<file path="src/rtl/fb_scanout.sv">
// VGA scan-out engine: pixel clock-enable timing, scaled framebuffer walk with
// incremental addressing, read-latency compensation. Optional page flipping
// at vertical blank is enabled by defining FB_SCANOUT_DOUBLE_BUF_EN.
module fb_scanout #(
  parameter int H_ACTIVE    = 640,
  parameter int H_FP        = 16,
  parameter int H_SYNC      = 96,
  parameter int H_BP        = 48,
  parameter int V_ACTIVE    = 480,
  parameter int V_FP        = 10,
  parameter int V_SYNC      = 2,
  parameter int V_BP        = 33,
  parameter int PIX_DIV     = 4,
  parameter int SCALE_SHIFT = 2,
  parameter int FB_W        = 160,
  parameter int FB_H        = 120,
  parameter int ADDR_W      = 15,
  parameter int COLOR_W     = 12,
  parameter int RD_LAT      = 1,
  parameter logic [COLOR_W-1:0] BORDER = 12'h000
) (
  input  logic               clk,
  input  logic               rst,
  output logic [ADDR_W:0]    fb_rd_addr,
  output logic               fb_rd_en,
  input  logic [COLOR_W-1:0] fb_rd_data,
  input  logic               swap_req,
  output logic               swap_ack,
  output logic               front_bank,
  output logic               frame_start,
  output logic               hsync,
  output logic               vsync,
  output logic [COLOR_W-1:0] rgb
);

  localparam int H_TOTAL  = H_ACTIVE + H_FP + H_SYNC + H_BP;
  localparam int V_TOTAL  = V_ACTIVE + V_FP + V_SYNC + V_BP;
  localparam int HW       = $clog2(H_TOTAL);
  localparam int VW       = $clog2(V_TOTAL);
  localparam int DW       = $clog2(PIX_DIV);
  localparam int FB_PIX_W = FB_W << SCALE_SHIFT;
  localparam int FB_PIX_H = FB_H << SCALE_SHIFT;

  localparam logic [31:0] HS_START = 32'(H_ACTIVE + H_FP);
  localparam logic [31:0] HS_END   = 32'(H_ACTIVE + H_FP + H_SYNC);
  localparam logic [31:0] VS_START = 32'(V_ACTIVE + V_FP);
  localparam logic [31:0] VS_END   = 32'(V_ACTIVE + V_FP + V_SYNC);
  localparam logic [31:0] SMASK    = 32'((1 << SCALE_SHIFT) - 1);
  localparam logic [ADDR_W-1:0] FB_W_A = ADDR_W'(FB_W);

  typedef struct packed {
    logic ce;
    logic in_fb;
    logic active;
    logic hs;
    logic vs;
  } flags_t;

  localparam flags_t FLAGS_IDLE = '{ce: 1'b0, in_fb: 1'b0, active: 1'b0, hs: 1'b1, vs: 1'b1};

  logic [DW-1:0]     div_cnt;
  logic              pix_ce;
  logic [HW-1:0]     h_cnt;
  logic [VW-1:0]     v_cnt;
  logic [31:0]       h32;
  logic [31:0]       v32;
  logic              h_last;
  logic              v_last;
  logic              h_tex_end;
  logic              v_tex_end;
  logic              active;
  logic              in_fb;
  logic              hs_n;
  logic              vs_n;
  logic [ADDR_W-1:0] row_base;
  logic [ADDR_W-1:0] addr;
  logic [ADDR_W-1:0] next_row;
  flags_t            stage_in;
  flags_t            pipe [RD_LAT];
  flags_t            stage_out;

  // pix_ce is gated by rst so the first enable lands on the first cycle after release
  assign pix_ce = ~rst && (div_cnt == '0);

  always_ff @(posedge clk) begin
    if (rst) begin
      div_cnt <= '0;
    end else if (div_cnt == DW'(PIX_DIV - 1)) begin
      div_cnt <= '0;
    end else begin
      div_cnt <= div_cnt + 1'b1;
    end
  end

  assign h32       = 32'(h_cnt);
  assign v32       = 32'(v_cnt);
  assign h_last    = (h_cnt == HW'(H_TOTAL - 1));
  assign v_last    = (v_cnt == VW'(V_TOTAL - 1));
  assign h_tex_end = ((h32 & SMASK) == SMASK);
  assign v_tex_end = ((v32 & SMASK) == SMASK);
  assign active    = (h32 < 32'(H_ACTIVE)) && (v32 < 32'(V_ACTIVE));
  assign in_fb     = active && (h32 < 32'(FB_PIX_W)) && (v32 < 32'(FB_PIX_H));
  assign hs_n      = !((h32 >= HS_START) && (h32 < HS_END));
  assign vs_n      = !((v32 >= VS_START) && (v32 < VS_END));
  assign next_row  = row_base + FB_W_A;

  always_ff @(posedge clk) begin
    if (rst) begin
      h_cnt    <= '0;
      v_cnt    <= '0;
      row_base <= '0;
      addr     <= '0;
    end else if (pix_ce) begin
      if (h_last) begin
        h_cnt <= '0;
        if (v_last) begin
          v_cnt    <= '0;
          row_base <= '0;
          addr     <= '0;
        end else begin
          v_cnt <= v_cnt + 1'b1;
          // the next line's start address is the updated row_base, loaded in the same step
          if (v_tex_end) begin
            row_base <= next_row;
            addr     <= next_row;
          end else begin
            addr <= row_base;
          end
        end
      end else begin
        h_cnt <= h_cnt + 1'b1;
        if (in_fb && h_tex_end) begin
          addr <= addr + 1'b1;
        end
      end
    end
  end

  assign fb_rd_en    = pix_ce && in_fb;
  assign fb_rd_addr  = {front_bank, addr};
  assign frame_start = pix_ce && (h_cnt == '0) && (v_cnt == VW'(V_ACTIVE));

`ifdef FB_SCANOUT_DOUBLE_BUF_EN
  assign swap_ack = frame_start && swap_req;

  always_ff @(posedge clk) begin
    if (rst) begin
      front_bank <= 1'b0;
    end else if (swap_ack) begin
      front_bank <= ~front_bank;
    end
  end
`else
  logic unused_swap_req;
  assign unused_swap_req = swap_req;
  assign swap_ack        = 1'b0;
  assign front_bank      = 1'b0;
`endif

  // flags ride a RD_LAT-deep pipe so they meet fb_rd_data on the same cycle
  assign stage_in  = '{ce: pix_ce, in_fb: in_fb, active: active, hs: hs_n, vs: vs_n};
  assign stage_out = pipe[RD_LAT-1];

  always_ff @(posedge clk) begin
    if (rst) begin
      for (int unsigned i = 0; i < RD_LAT; i++) begin
        pipe[i] <= FLAGS_IDLE;
      end
    end else begin
      pipe[0] <= stage_in;
      for (int unsigned i = 1; i < RD_LAT; i++) begin
        pipe[i] <= pipe[i-1];
      end
    end
  end

  always_ff @(posedge clk) begin
    if (rst) begin
      rgb   <= '0;
      hsync <= 1'b1;
      vsync <= 1'b1;
    end else if (stage_out.ce) begin
      if (stage_out.in_fb) begin
        rgb <= fb_rd_data;
      end else if (stage_out.active) begin
        rgb <= BORDER;
      end else begin
        rgb <= '0;
      end
      hsync <= stage_out.hs;
      vsync <= stage_out.vs;
    end
  end

endmodule

</file>
<file path="config.mk">
export PLATFORM = sky130hd
export DESIGN_NAME = fb_scanout
export DESIGN_NICKNAME = d
export VERILOG_FILES = /design/src/rtl/fb_scanout.sv
export SDC_FILE = /design/constraint.sdc
export NUM_CORES = 1
export LEC_CHECK = 0
export BUFFER_PORTS_ARGS = -buffer_cell sky130_fd_sc_hd__buf_2
export CORE_MARGIN = 2
export CORE_UTILIZATION = 45
export DETAILED_ROUTE_END_ITERATION = 8
export PLACE_DENSITY = 0.65
export SYNTH_ARGS = -nofsm -noshare
export SYNTH_HDL_FRONTEND = slang
export SYNTH_SLANG_ARGS = --single-unit
</file>
<file path="constraint.sdc">
create_clock -name clk -period 5.4 [get_ports clk]
set_clock_uncertainty 0.1 [all_clocks]
set_input_delay 1.08 -clock clk [delete_from_list [all_inputs] [get_ports clk]]
set_output_delay 1.08 -clock clk [all_outputs]
set_load 0.02 [all_outputs]
</file>
==> reports/metrics.yaml <==
status: "finished, final reports clean"
yosys_warnings: 0
groute.usage.overall_pct: 19.4
core_um2: 7290
worst_slew_pin_slew_ps: 848
synthCells: 406
dp.cells: 529
ant_nets: 0
grt_first_pass_wirelength_mm: 13.1
root_buffer: "clkbuf_8"
dpl-instance-area_um2: 3630
cp_top_family: "simple AND/OR/NAND/NOR gates"
rows: 31
synthTopCellsByArea: "dfxtp_1, nor2_1, a21oi_1, xor2_1, o21ai_0"
cap_violations: 0
power.leakage_uw: 0.00151
synth_edf_count: 0
routedWlPerCell_um: 14.1
worstSkewPairLatency_ps: 350
synth_most_common_cell: "dfxtp_1"
cts.sinks: 70
die_w_um: 90.8
antenna_found_initial: 0
avgSynthCellArea_um2: 8.35
power_density_nw_per_um2: 270
cts_buffers: 9
nets: 464
cts_resized: 0
final_cells: 545
grt_max_degree: 45
fin_area_um2: 3830
required_ps: 4220
cts.path.max_buffers: 2
netlist_area_um2: 3390
synth_ff_type: "dfxtp_1"
worst_path_most_repeated_cell: "buf_2"
crit_chain: "buf_2 -> nor2b_1 -> nand2_1 -> nor3_1 -> buf_2"
yosys.area.top_type: "dfxtp_1"
die_area_um2: 8240
relSlewSlack_pct: 43.3
path_buf_inv: 2
end_kind: "primary output"
port_buffers: 44
fmax_mhz: 264
critPathKind: "primary input to primary output"
crit_arrival_ps: 2610
hold_violations: 0
critPathMaxStageDelay_ps: 600
start_util_pct: 46.5
synth_commonest_cells: "dfxtp_1, nor2_1, a21oi_1"
finalSetupViolations: 0
hold_path.class: "register to register"
clkTransAtPathRegs_ps: 80
dr.pass1.iters: 5
gp_congestion: 0.831
ys_async_sr_fraction_pct: 0
drc_errors: 0
ctsHoldBuffers: 0
cp-start-kind: "primary input"
drt_iter0_drc: 151
grt_overflow_total: 0
vias: 2981
slowest_stage: "nor2b_1"
setup_tns_ps: 0
h-tree-depth: 3
ys_ff_latch: 70
synth_top_area_share_pct: 41.3
place_hpwl_mm: 5.27
area_delta_synth_final_pct: 13.0
routed_wl_mm: 7.67
fin_crit_sh_pct: 70.1
power_uw: 1040
diodes: 0
cts_setup_buffers: 0
period_minus_slack_ps: 3790
cts_tree: "built"
ios: 49
grt_pass1_vias: 2717
die_h_um: 90.8
drive_gt1_share_pct: 14.8
ys_types: 55
ir_drop_mv: 0.135
worstPathMaxFanout: 44
ys_seq_area_share_pct: 41.3
final_max_slew_viol_count: 0
viasPerCell: 5.47
rsz0062_at_grt: "no"
## power breakdown
part / switching, µW / total, µW / internal [µW]
Clock: 218 / 437 / 219
Sequential: 11.0 / 537 / 526
Combinational: 38.7 / 62.3 / 23.6
Total: 268 / 1040 / 768
## final timing paths
path                                   from     endpoint  slack (ps)  depth (start not counted)
worst min-delay path            row_base[2]  row_base[2]         340                          2
worst max register to register     h_cnt[0]      addr[5]        2370                          6
worst max-delay path                    rst  frame_start        1610                          5
worst min register to register  row_base[2]  row_base[2]         340                          2
## final cells by class
class	instances	area, µm²
repair buffers	44	220
multi-input cells	302	1830
clock inverters	7	81.3
clock buffers	9	124
flip-flops and latches	70	1400
fillers	721	3460
well taps	99	124
inverters	14	52.6
## logic make-up (layout without fill, tap and decap cells)
group | after synthesis | in the layout | synth area share (%)
and+or+nand+nor | 170 | 170 | 26.7
other | 1 | 3 | 0.111
adders and majority gates | 8 | 8 | 2.95
xor gates and xnor gates | 24 | 24 | 6.20
AOI/OAI and AO/OA | 94 | 94 | 16.8
buffers and inverters | 36 | 74 | 4.95
muxes | 3 | 3 | 0.923
DFF | 70 | 70 | 41.3
## cell usage in the layout (no fill, tap or decap), types with 4 or more instances in the layout
cell type,Yosys,final
dfxtp_1,70,70
nor2_1,48,48
buf_2,5,44
a21oi_1,35,35
o21ai_0,25,25
nand2_1,23,23
nor2b_1,17,17
xor2_1,17,17
inv_1,14,14
nand4_1,14,14
nand3_1,13,13
nor3_1,12,12
clkbuf_8,0,9
ha_1,8,8
xnor2_1,7,7
and2_1,6,6
or3_1,6,6
and3_1,5,5
nor4_1,4,4
a221oi_1,4,4
a31oi_1,4,4
## state kept, by name, summed over array words and instances, names as in the netlist
| register | flops |
|---|---|
| addr | 15 |
| div_cnt | 2 |
| h_cnt | 10 |
| hsync | 1 |
| pipe | 4 |
| rgb | 12 |
| row_base | 15 |
| v_cnt | 10 |
| vsync | 1 |
## worst reg2reg max path, cell delays in order (launching register included)
cell and delay (ps):
dfxtp_1 430, ha_1 250, and4b_1 280, nand3_1 460
nor2_1 840, o21ai_0 280, a311oi_1 310
## metrics by stage
step	hold slack (ps)	util, %	worst slack [ps]
2_1_floorplan	310	-	2380
3_3_place_gp	322	49.7	1660
3_5_place_dp	325	49.7	1660
6_report	337	52.5	1610
5_1_grt	371	52.5	1440
4_1_cts	338	52.5	1650
## layer usage
metal,global-route usage [%],share of wire [%]
met1,28.0,50
met2,28.4,43
met3,3.51,4.9
met4,8.08,1.6
met5,0,0
Note: power is estimated with default switching activity, not from simulation.
